==> src/rtl/two_source_arbiter.sv <==
// Two-source valid/ready arbiter feeding a single registered output stage.
// Round-robin or fixed-priority (A first) selection, with a per-source
// acceptance counter. out_src selects the downstream 2:1 word mux.
module two_source_arbiter #(
  parameter int unsigned WIDTH = 32,
  parameter int unsigned CNT_W = 16,
  parameter bit          RR_EN = 1'b1
) (
  input  logic             clk,
  input  logic             rst,
  input  logic [WIDTH-1:0] a_data,
  input  logic             a_valid,
  output logic             a_ready,
  input  logic [WIDTH-1:0] b_data,
  input  logic             b_valid,
  output logic             b_ready,
  output logic [WIDTH-1:0] out_data,
  output logic             out_valid,
  input  logic             out_ready,
  output logic             out_src,
  output logic [CNT_W-1:0] cnt_a,
  output logic [CNT_W-1:0] cnt_b
);

  // Source index of the most recent grant: 0 = A, 1 = B.
  logic last_grant;
  logic load;
  logic grant_a;
  logic grant_b;

  // Output stage can take a new word when empty or being drained this cycle.
  always_comb begin
    load = !out_valid || out_ready;
  end

  // Grant selection; only meaningful while the output stage can load.
  always_comb begin
    grant_a = 1'b0;
    grant_b = 1'b0;
    if (load) begin
      if (a_valid && b_valid) begin
        if (RR_EN) begin
          // Serve whichever source was not served last.
          grant_a = last_grant;
          grant_b = !last_grant;
        end else begin
          grant_a = 1'b1;
        end
      end else begin
        grant_a = a_valid;
        grant_b = b_valid;
      end
    end
  end

  // Readies are the grants themselves: combinational through out_ready.
  assign a_ready = grant_a;
  assign b_ready = grant_b;

  // Output register and fairness tracking.
  always_ff @(posedge clk or posedge rst) begin
    if (rst) begin
      out_data   <= '0;
      out_valid  <= 1'b0;
      out_src    <= 1'b0;
      last_grant <= 1'b1;
    end else if (grant_a || grant_b) begin
      out_data   <= grant_b ? b_data : a_data;
      out_src    <= grant_b;
      out_valid  <= 1'b1;
      last_grant <= grant_b;
    end else if (load) begin
      out_valid  <= 1'b0;
    end
  end

  // Per-source acceptance counters, free-running modulo 2^CNT_W.
  always_ff @(posedge clk or posedge rst) begin
    if (rst) begin
      cnt_a <= '0;
      cnt_b <= '0;
    end else begin
      if (grant_a) cnt_a <= cnt_a + CNT_W'(1);
      if (grant_b) cnt_b <= cnt_b + CNT_W'(1);
    end
  end

endmodule

==> config.mk <==
export PLATFORM = sky130hd
export DESIGN_NAME = two_source_arbiter
export DESIGN_NICKNAME = d
export VERILOG_FILES = /design/src/rtl/two_source_arbiter.sv
export SDC_FILE = /design/constraint.sdc
export NUM_CORES = 1
export LEC_CHECK = 0
export CAP_MARGIN = 20
export CORE_MARGIN = 3
export CORE_UTILIZATION = 40
export DETAILED_ROUTE_END_ITERATION = 6
export PLACE_DENSITY = 0.85
export SLEW_MARGIN = 0
export SYNTH_ARGS = -nofsm -noshare
export SYNTH_HDL_FRONTEND = slang
export SYNTH_SLANG_ARGS = --single-unit
==> constraint.sdc <==
create_clock -name clk -period 6.1 [get_ports clk]
set_input_delay 0.915 -clock clk [delete_from_list [all_inputs] [get_ports clk]]
set_output_delay 0.915 -clock clk [all_outputs]
set_load 0.1 [all_outputs]
==> impl_summary.log <==
[metrics] buffer cell driving the clock tree root: sky130_fd_sc_hd__clkbuf_8
[metrics] global-route wire length before repair: ~14 mm
[metrics] Layout Area Growth over Synthesis: 52.63%
[metrics] number of DRC markers in iteration 0: 154
[metrics] Setup violations, final: 0
[metrics] transition time at the pin with the least slew margin: 1.007 ns
[metrics] clock tree from TritonCTS: yes
[metrics] DRC violations left: 0
[metrics] Post-Synthesis Cells: ~320
[metrics] antenna violation net count after detailed routing: 0
[metrics] vias in the first global route: approximately 2,800
[metrics] area after detailed placement: about 4500 sq um
[metrics] sequential element share of the synthesized area: 0.5467
[metrics] Area contributors post-synth: sky130_fd_sc_hd__dfrtp_1 (54%), sky130_fd_sc_hd__a21oi_1 (10%), sky130_fd_sc_hd__nand2_1 (5.6%), sky130_fd_sc_hd__xor2_1 (5.4%), sky130_fd_sc_hd__nor2_1 (4.8%)
[metrics] site row count: 31
[metrics] die outline height: about 94 um
[metrics] number of input and output port buffers inserted: 136
[metrics] maximum achievable frequency: 205.9 MHz
[metrics] number of cells after detailed placement: approximately 540
[metrics] number of buffers between clock root and the deepest sink: 2
[metrics] HPWL after DPL: approximately 6.1 mm
[metrics] critical path fanouts, max: 37
[metrics] die outline area: 8760 sq um
[metrics] Final Total Pwr: 1.883 mW
[metrics] min-delay worst type: reg2reg
[metrics] final setup slack of the worst path: 1.244 ns
[metrics] Layout Cell Area excl Fill: around 4700 sq um
[metrics] final wirelength: 8.301 mm
[metrics] die width: ~94 um
[metrics] synthesized area: slightly above 3000 sq um
[metrics] syn nets: 388
[metrics] CTS HTree Levels: 3
[metrics] post-layout minimum cycle time: 4.856 ns
[metrics] Final #Nets: around 520
[metrics] Clock Sink Count: 67
[metrics] internal cell power: roughly 920 uW
[metrics] number of hold-repair buffers added at the cts stage: 0
[metrics] clock latency on the worst-skew pair: approximately 0.33 ns
[metrics] flip-flop and latch area: about 1700 sq um
[metrics] Synth warnings: 0
[metrics] Post-Syn Area per Cell: a little under 10 sq um
[metrics] RSZ-0062 raised after global routing: false
[metrics] drt via density: ~5
[metrics] Clock Skew: 0.01057 ns
[metrics] summed negative setup slack over all endpoints: 0 ns
[metrics] sequential power share: 0.315
[metrics] placeable core area: between 7000 and 8000 sq um
[metrics] RD Place Congestion: roughly 0.8
[metrics] share of power burned in combinational logic: 0.519
[metrics] reported max-cap violation count: 0
[metrics] pin count of the biggest net entering global routing: 68
[metrics] Critical Path RT: a little over 5 ns
[metrics] final slew viol count: 0
[metrics] count of different cell masters after synthesis: 36
[metrics] status: finished, final reports clean
[metrics] post-layout util: 0.6390
[metrics] switching share of total power: 0.5132
[metrics] CP Data Arrival Time: a little under 4 ns
[metrics] post-CTS setup repair buffer count: 0
[metrics] fraction of final layout cells with drive strength greater than 1: 0.06783
[metrics] leading area contributor after synthesis: sky130_fd_sc_hd__dfrtp_1
[metrics] fraction of post-synthesis cell area in the top cell type by area: 0.5381
[metrics] relative slew slack: 0.3267
[metrics] IO Count: roughly 140
[metrics] power density of the placed cells: 401.9 nW/um^2
[metrics] final standard cell count with taps included and fillers excluded: 556
[metrics] classification of the worst setup path: in2out
[metrics] area of the multi-input gates: about 1300 sq um
[metrics] Pleak: between 2 and 2.5 nW
[metrics] total global routing overflow: 0
[metrics] clock transition at the registers of the reported paths: about 0.070 ns
[metrics] count of instances resized after the clock tree is built: 0
[metrics] synthesis-stage register bit count: 67
[metrics] number of buffers created by CTS: 9
[metrics] Worst Setup Slack post-DPL: 1.226 ns
[metrics] first-pass detailed-route iteration total: 4
[metrics] Antenna Diode Count: 0
[metrics] global-route total usage across every layer: 0.1975
[metrics] starting density of the core: 0.4187
[metrics] Vias: between 2,000 and 3,000
[metrics] sort of element at the end of the critical path: output pin
[metrics] part of the cycle the worst path needs: 0.7960
[metrics] share of total power in the clock network: 0.165
[metrics] Critical Path Source Type: input port
[metrics] wire length per cell after detailed routing: about 15 um
[metrics] Fill cells: around 570
[metrics] worst voltage drop across the vdd grid: around 190 uV
[metrics] power spent charging and discharging nets: around 970 uW
[metrics] antenna violations before repair: 0
[metrics] worst hold margin: 0.4661 ns
[metrics] final number of hold-violating endpoints: 0
-- routing by layer --
metal | vias up | share of wire | GRT usage
met1 | 1276 | 0.41 | 0.2347
met2 | 100 | 0.50 | 0.3335
li1 | 1329 | - | -
met4 | 0 | 0.017 | 0.06739
met3 | 12 | 0.071 | 0.06758
met5 | - | 0 | 0
-- power by group through the flow --
stage          clock network (mW)  registers, mW  logic [mW]
2_1_floorplan                   0           1.15       0.163
5_1_grt                     0.342          0.606        1.02
3_5_place_dp                    0          0.601       0.982
3_3_place_gp                    0          0.596       0.969
4_1_cts                     0.319          0.594       0.985
6_report                    0.311          0.593       0.978
-- flip-flops by register name, summed over array words and instances, names as in the netlist --
name and count:
out_data 32, cnt_a 16, cnt_b 16, last_grant 1
out_src 1, out_valid 1
-- worst paths after layout --
check	cells after the start	startpoint	to	slack (ns)
min	1	cnt_b[15]$_DFFE_PP0N_	cnt_b[15]$_DFFE_PP0N_	0.47
max in group asynchronous	3	rst	out_data[3]$_DFFE_PP0P_	4.39
min in group asynchronous	3	rst	cnt_b[8]$_DFFE_PP0N_	1.17
max reg2reg	5	out_valid$_DFFE_PP0P_	cnt_b[6]$_DFFE_PP0N_	4.00
min reg2reg	1	cnt_b[15]$_DFFE_PP0N_	cnt_b[15]$_DFFE_PP0N_	0.47
max	5	out_ready	b_ready	1.24
-- cells in the final DEF, fill, tap and decap left out, types with 2 or more instances in the layout --
master,synthesis,routed
sky130_fd_sc_hd__nor2_1,39,39
sky130_fd_sc_hd__nand3_1,7,7
sky130_fd_sc_hd__a21oi_1,64,64
sky130_fd_sc_hd__nand4_1,4,4
sky130_fd_sc_hd__inv_1,8,7
sky130_fd_sc_hd__nand2b_1,2,2
sky130_fd_sc_hd__nand4_2,3,3
sky130_fd_sc_hd__dfrtp_1,66,66
sky130_fd_sc_hd__clkinv_2,0,3
sky130_fd_sc_hd__ha_1,2,2
sky130_fd_sc_hd__xor2_1,19,19
sky130_fd_sc_hd__xnor2_1,11,11
sky130_fd_sc_hd__nor3_1,12,12
sky130_fd_sc_hd__clkdlybuf4s50_1,0,136
sky130_fd_sc_hd__clkbuf_8,0,10
sky130_fd_sc_hd__and4_1,2,2
sky130_fd_sc_hd__clkbuf_1,4,2
sky130_fd_sc_hd__buf_4,1,2
sky130_fd_sc_hd__nand2_1,46,46
sky130_fd_sc_hd__and2_1,2,2
-- cell type report --
cell class,count,area share
multi-input combinational,227,0.2738
timing repair buffer,139,0.2997
clock inverter,3,0.003205
inverter,9,0.007746
sequential,67,0.3582
tap,99,0.02644
clock buffer,12,0.03098
-- cell usage after synthesis, drive strengths merged --
cell type and n:
nand4 8, nand2b 2, o21ai 1, nand2 47
xor2 19, and4 2, nor2b 1, nand3 9
nor3b 2, nor2 39, dfstp 1, inv 9
nor4 2, dfrtp 66, nor3 12, ha 2
a21oi 64, buf 10, o21a 1, or2 1
and2 2, and3 1, mux2 1, xnor2 11
clkbuf 4
-- critical path, cell delays in order --
cell                              delay [ns]
sky130_fd_sc_hd__clkdlybuf4s50_1        0.45
sky130_fd_sc_hd__nand2b_1               0.42
sky130_fd_sc_hd__nand3_4                0.45
sky130_fd_sc_hd__inv_4                  0.47
sky130_fd_sc_hd__clkdlybuf4s50_1        1.21
-- logic make-up after synthesis --
group | Yosys count | synth area share
simple gates | 128 | 0.2108
flops | 67 | 0.5467
compound gates | 66 | 0.1097
xor+xnor | 30 | 0.08561
buf+inv | 23 | 0.03547
fa+ha+maj | 2 | 0.008152
mux | 1 | 0.003669
Power figures use the tool's default switching activity.
